==> config.mk <==
export PLATFORM = sky130hd
export DESIGN_NAME = atomic_counter_reader
export DESIGN_NICKNAME = d
export VERILOG_FILES = /design/src/rtl/atomic_counter_reader.sv
export SDC_FILE = /design/constraint.sdc
export NUM_CORES = 1
export LEC_CHECK = 0
export BUFFER_PORTS_ARGS = -buffer_cell sky130_fd_sc_hd__buf_2
export CAP_MARGIN = 20
export CORE_MARGIN = 2
export CORE_UTILIZATION = 50
export CTS_BUF_LIST = sky130_fd_sc_hd__clkbuf_16
export CTS_CLUSTER_SIZE = 20
export DETAILED_ROUTE_END_ITERATION = 16
export PLACE_DENSITY = 0.72
export SKIP_LAST_GASP = 1
export SYNTH_ARGS = -nofsm -noshare
export SYNTH_HDL_FRONTEND = slang
export SYNTH_SLANG_ARGS = --single-unit
==> constraint.sdc <==
create_clock -name clk -period 8.6 [get_ports clk]
set_input_delay 1.72 -clock clk [delete_from_list [all_inputs] [get_ports clk]]
set_output_delay 1.72 -clock clk [all_outputs]
set_load 0.1 [all_outputs]
==> src/rtl/atomic_counter_reader.sv <==
// Initiator for the atomic 64-bit counter read: atomic low-word read, then frozen high-word read,
// with per-transaction timeout, 64-bit reassembly and delta against the previous snapshot.
module atomic_counter_reader #(
  parameter int unsigned TIMEOUT = 16
) (
  input  logic        clk,
  input  logic        reset,
  input  logic        start_i,
  output logic        req_o,
  output logic        atomic_o,
  input  logic        ack_i,
  input  logic [31:0] count_i,
  output logic        busy_o,
  output logic        valid_o,
  output logic [63:0] value_o,
  output logic [63:0] delta_o,
  output logic        timeout_o,
  output logic [15:0] sample_cnt_o
);

  localparam int unsigned TW = (TIMEOUT < 2) ? 1 : $clog2(TIMEOUT);
  localparam logic [TW-1:0] TO_LAST = TW'(TIMEOUT - 1);

  typedef enum logic [2:0] {
    S_IDLE,
    S_REQ_LO,
    S_WAIT_LO,
    S_REQ_HI,
    S_WAIT_HI,
    S_DONE
  } state_e;

  state_e        state_q, state_d;
  logic [TW-1:0] tcnt_q, tcnt_d;
  logic [31:0]   lo_q, lo_d;
  logic [63:0]   value_q, value_d;
  logic [63:0]   delta_q, delta_d;
  logic [15:0]   cnt_q, cnt_d;
  logic          req_q, req_d;
  logic          atomic_q, atomic_d;
  logic          busy_q, busy_d;
  logic          valid_q, valid_d;
  logic          timeout_q, timeout_d;
  logic          tmo;
  logic [63:0]   snap;

  // State and datapath registers
  always_ff @(posedge clk or posedge reset) begin
    if (reset) begin
      state_q   <= S_IDLE;
      tcnt_q    <= '0;
      lo_q      <= '0;
      value_q   <= '0;
      delta_q   <= '0;
      cnt_q     <= '0;
      req_q     <= 1'b0;
      atomic_q  <= 1'b0;
      busy_q    <= 1'b0;
      valid_q   <= 1'b0;
      timeout_q <= 1'b0;
    end else begin
      state_q   <= state_d;
      tcnt_q    <= tcnt_d;
      lo_q      <= lo_d;
      value_q   <= value_d;
      delta_q   <= delta_d;
      cnt_q     <= cnt_d;
      req_q     <= req_d;
      atomic_q  <= atomic_d;
      busy_q    <= busy_d;
      valid_q   <= valid_d;
      timeout_q <= timeout_d;
    end
  end

  // Next-state, datapath updates, and state-decoded outputs registered one step ahead.
  // value_q doubles as the previous snapshot for the delta.
  always_comb begin
    state_d   = state_q;
    tcnt_d    = tcnt_q;
    lo_d      = lo_q;
    value_d   = value_q;
    delta_d   = delta_q;
    cnt_d     = cnt_q;
    timeout_d = 1'b0;
    tmo       = (tcnt_q == TO_LAST);
    snap      = {count_i, lo_q};

    case (state_q)
      S_IDLE: begin
        if (start_i) state_d = S_REQ_LO;
      end
      S_REQ_LO: begin
        state_d = S_WAIT_LO;
        tcnt_d  = '0;
      end
      S_WAIT_LO: begin
        if (ack_i) begin
          lo_d    = count_i;
          state_d = S_REQ_HI;
        end else if (tmo) begin
          state_d   = S_IDLE;
          timeout_d = 1'b1;
        end else begin
          tcnt_d = tcnt_q + 1'b1;
        end
      end
      S_REQ_HI: begin
        state_d = S_WAIT_HI;
        tcnt_d  = '0;
      end
      S_WAIT_HI: begin
        if (ack_i) begin
          value_d = snap;
          delta_d = snap - value_q;
          cnt_d   = cnt_q + 16'd1;
          state_d = S_DONE;
        end else if (tmo) begin
          state_d   = S_IDLE;
          timeout_d = 1'b1;
        end else begin
          tcnt_d = tcnt_q + 1'b1;
        end
      end
      S_DONE: begin
        state_d = start_i ? S_REQ_LO : S_IDLE;
      end
      default: state_d = S_IDLE;
    endcase

    req_d    = (state_d == S_REQ_LO) || (state_d == S_REQ_HI);
    atomic_d = (state_d == S_REQ_LO);
    busy_d   = (state_d != S_IDLE) && (state_d != S_DONE);
    valid_d  = (state_d == S_DONE);
  end

  assign req_o        = req_q;
  assign atomic_o     = atomic_q;
  assign busy_o       = busy_q;
  assign valid_o      = valid_q;
  assign timeout_o    = timeout_q;
  assign value_o      = value_q;
  assign delta_o      = delta_q;
  assign sample_cnt_o = cnt_q;

endmodule
# Word-level counts from Yosys, hierarchy flattened
# Cells that the tools add are included.
# op_classes
n_addsub,3
n_eq_ne,12
mux,12
reduce_logical,10
# ops
op,n
subtractor 64 bit,1
case mux 3 bit (6 select lines),1
"adder 16 x 1 -> 16 bit, second input constant",1
two-way mux 3 bit,4
"equality test 3 x 2 -> 1 bit, second input constant",3
"equality test 3 bit, second input constant",3
two-way mux 4 bit,2
case mux 4 bit (2 select lines),1
"equality test 3 x 1 -> 1 bit, second input constant",2
"adder 4 x 1 -> 4 bit, second input constant",1
"equality test 4 bit, second input constant",1
two-way mux 1 bit,4
"inequality test 2 bit, second input constant",2
AND reduction 2 bit,2
OR reduction 2 bit,2
logical NOT 3 bit,1
"inequality test 3 bit, second input constant",1
AND reduction 3 bit,1
nonzero test 3 bit,1
nonzero test 2 bit,1
logical AND 1 bit,1
logical OR 1 bit,1
# word_totals
reg_bits,188
input_bits,36
output_inout_bits,149
wordCells,48

# Logic depth before layout (Yosys ltp)
# logic_depth
ltp_word,6
mapped_depth,14
depth_no_buf,14

# Least setup slack after synthesis
# No wires, ideal clock.
# synth_timing
path_type,input to register
start,in count_i[10]
end,"reg delta_q[63], in the netlist delta_o[63]"
setup_ns,0.071
arrival_time_ns,4.167
setup_slack_ns,4.362
path_stages,12
path_buffers,1
path_cell_list,ha_1 -> buf_2 -> a21o_1 -> a21o_1 -> a211oi_1 -> o21ai_1 -> a221oi_1 -> and3_1 -> o21ai_1 -> a221o_1 -> a2111oi_0 -> nand3b_1
# synth_between
elab_chain_cells,1
# synth_lines
element,line,source
start: declaration,12,"input logic [31:0] count_i,"
subtractor 64 bit,115,delta_d = snap - value_q;
end signal: assignment,66,delta_q <= delta_d;
end: declaration,37,"logic [63:0] delta_q, delta_d;"
# No other way between the ends.
# A chain may end at the register's enable or synchronous reset.

# Final worst setup path
# layout_timing
start,in ack_i
end,"reg delta_q[62], in the netlist delta_o[62]"
# layout_between
elab_chain_cells,1
# layout_lines
element,line,source
start: declaration,11,"input logic ack_i,"
AND reduction 2 bit (no line),--,
# No other way between the ends.

==> summary.md <==
| Metric | Value |
|---|---|
| Reg2reg path depth | 13 |
| Yosys cell types | 78 |
| Final ANT Viol Nets | 0 |
| Final hold viol count | 0 |
| Root Buffer | clkbuf_16 |
| Hold path startpoint | delta_o[21] |
| Final setup TNS | 0 ps |
| Starting Density | 51.3% |
| Met3 usage | approximately 3.4% |
| Post-synth top flop | dfrtp_1 |
| Number of global-route vias before repair | 8475 |
| RSZ-0062 raised after global routing | no |
| Worst R2R End | delta_o[60] |
| Layout cells sized above 1 | 20.1% |
| Num CTS Buffers | 17 |
| Post-synth top cells | 206 x nand2_1, 188 x dfrtp_1, 163 x o21ai_0, 80 x inv_1, 72 x a21oi_1 |
| Yosys warns | 0 |
| Clk Latency, worst-skew pair | between 400 and 500 ps |
| Hold slack | 474 ps |
| Resized Gates After CTS | 0 |
| CP Max Fanout | 79 |
| Initial antenna violation count | 0 |
| Grt peak-use layer | met2 |
| Setup Skew | 15.0 ps |
| Cells after synthesis | 1211 |
| Final setup fails | 0 |
| Wirelength per Cell | 16.9 microns |
| CP delay by family, top | buffers and inverters |
| Core area | 21200 sq um |
| Slew Viols, Final | 0 |
| First-pass iteration count of the detailed router | 5 |
| Remaining DRCs | 0 |
| DIE WIDTH | 152 microns |
| Largest net degree at the start of global routing | about 130 |
| Total number of vias | 9158 |
| H-tree levels | 4 |
| Measured slew at the worst slew-check pin | 956 ps |
| RD Place Congestion | 0.919 |
| WS Path Type | in2reg |
| Full die area | around 23000 sq um |
| Worst hold endpoint | delta_o[21] |
| Met2 GRT Util | 38.3% |
| ANT cells | 0 |
| Initial DRC Count | 557 |
| Clock transition at path regs | roughly 70 ps |
| Hold Crit Depth | 2 |
| Status | finished clean |
| R2R Setup Slk | 4790 ps |
| Most numerous cell in the Yosys netlist | nand2_1 |
| Vias per cell | 5.57 |
| Post-synth ARST share | 100% |
| Port bufs | roughly 180 |
| Fmax | 227 MHz |
| HPWL Detailed | slightly above 20000 microns |
| # nets final | 1457 |
| Clock tree buffer depth | 2 |
| Period utilisation layout | around half |
| Synth Area per Inst | 8.99 sq um |
| Top cell type's share of synthesized area | 43.2% |
| Crit-path slowest cell | clkinv_2 |
| Boundary pin count | roughly 190 |
| CP Cell Sequence | buf_2 -> nand2b_1 -> nand2b_4 -> clkinv_2 -> buf_4 -> nand2_1 -> nor3b_1 -> a21oi_1 -> o31a_1 -> o311ai_1 |
| Congestion Overflow GR | 0 |
| Worst slew margin | between 30% and 40% |
| Top cells by area, synth | dfrtp_1 43%, o21ai_0 7.5%, ha_1 7.5% |
| CTS tree | built |
| WP buf/inv | 3 |
| Leading area contributor after synthesis | dfrtp_1 |
| GRT Util Overall | 24.1% |
| Dpl cells | 1611 |
| Critical path endpoint category | register |
| Max cap viols | 0 |
| Netlist Area Pre-Place | between 10000 and 15000 sq um |
| Hold Crit Class | reg2reg |
| Reg2reg start | value_o[0] |
| Post-CTS Setup Inserts | 0 |
| Fin cells | around 1600 |
| CP peak stage delay | 930 ps |
| EDFF count, synth | 0 |
| Clock Sinks | approximately 190 |
| Global routing met1 resource utilization | 34.6% |
| Required @ worst endpoint | 8900 ps |
| Hold-fix buffers at CTS | 0 |
| Syn nets | 1313 |
| Sequential share of the synthesized area | 43.2% |
| Yosys reg bits | around 190 |
| Worst Path Arrival | 4710 ps |
| First-pass GRT wire length | 43200 microns |
| Synth-to-layout area growth | 14.5% |
| Die Ht | approximately 150 microns |
| Crit path launch type | input pin |
| Minimum clock period | 4410 ps |
| Row Count | 53 |
| Final WL | between 20000 and 30000 microns |
| Fillers | approximately 1900 |
placed cells by master (no fill, tap or decap), types with 30 or more instances in the layout:
cell type / n
xor2_1: 33
ha_1: 65
buf_2: 184
xnor2_1: 37
inv_1: 79
mux2_2: 30
o21ai_0: 163
a21o_1: 30
nor2_1: 51
a21oi_1: 72
nand2_1: 206
dfrtp_1: 188
worst reg2reg max path: cells and delay by family (launching register included):
kind | cells | cell delay (ps)
mux | 1 | 260
fa+ha+maj | 2 | 690
flops | 1 | 400
compound gates | 7 | 2100
simple gates | 3 | 270
logic make-up after synthesis:
group                    Yosys count  synth area share, %
flip-flops                       188                 43.2
AND/OR/NAND/NOR                  358                 14.6
AO/OA/AOI/OAI                    352                 20.0
XOR/XNOR                          70                 5.63
multiplexers                      34                 3.47
buffers and inverters            143                 5.47
adder cells (fa/ha/maj)           66                 7.65
cell type report:
cell class / count / area (sq um) / area share, %
Clock inverter: 15 / 130 / 1.04
Timing Repair Buffer: 188 / 951 / 7.63
Sequential cell: 188 / 4700 / 37.7
Multi-Input combinational cell: 880 / 5600 / 44.9
Clock buffer: 17 / 425 / 3.41
Tap cell: 275 / 344 / 2.76
Inverter: 80 / 309 / 2.48
through the flow:
| step | util [%] | worst slack [ps] | instance area [sq um] |
|---|---|---|---|
| after floorplan | - | 1770 | 10900 |
| after global placement | 56.1 | 3840 | 11900 |
| after detailed placement | 56.1 | 3760 | 11900 |
| after CTS | 58.7 | 4230 | 12500 |
| after global routing | 58.7 | 3890 | 12500 |
| final | 58.7 | 4190 | 12500 |
flip-flops by register name, summed over array words and instances, names as in the netlist:
| name | count |
|---|---|
| value_o | 64 |
| valid_o | 1 |
| lo_q | 32 |
| atomic_o | 1 |
| timeout_o | 1 |
| sample_cnt_o | 16 |
| busy_o | 1 |
| state_q | 3 |
| tcnt_q | 4 |
| req_o | 1 |
| delta_o | 64 |
how the worst max path moves through the flow:
stage               startpoint  slack, ps  cells past startpoint     endpoint
floorplan                reset       1770                      1     atomic_o
global placement         ack_i       3840                     10  delta_o[62]
detailed placement       ack_i       3760                     10  delta_o[62]
CTS                      ack_i       4230                     10  delta_o[62]
global route             ack_i       3890                     10  delta_o[62]
finish                   ack_i       4190                     10  delta_o[62]
per-layer routing:
metal  share of wire (%)  wire (microns)
met1                  47           13000
met2                  45           12600
met3                 5.7            1590
met4                 2.1             576
met5                   0               0
Power is not shown: default switching activity piles up to over one toggle a cycle in this logic, so the estimate is an artifact.
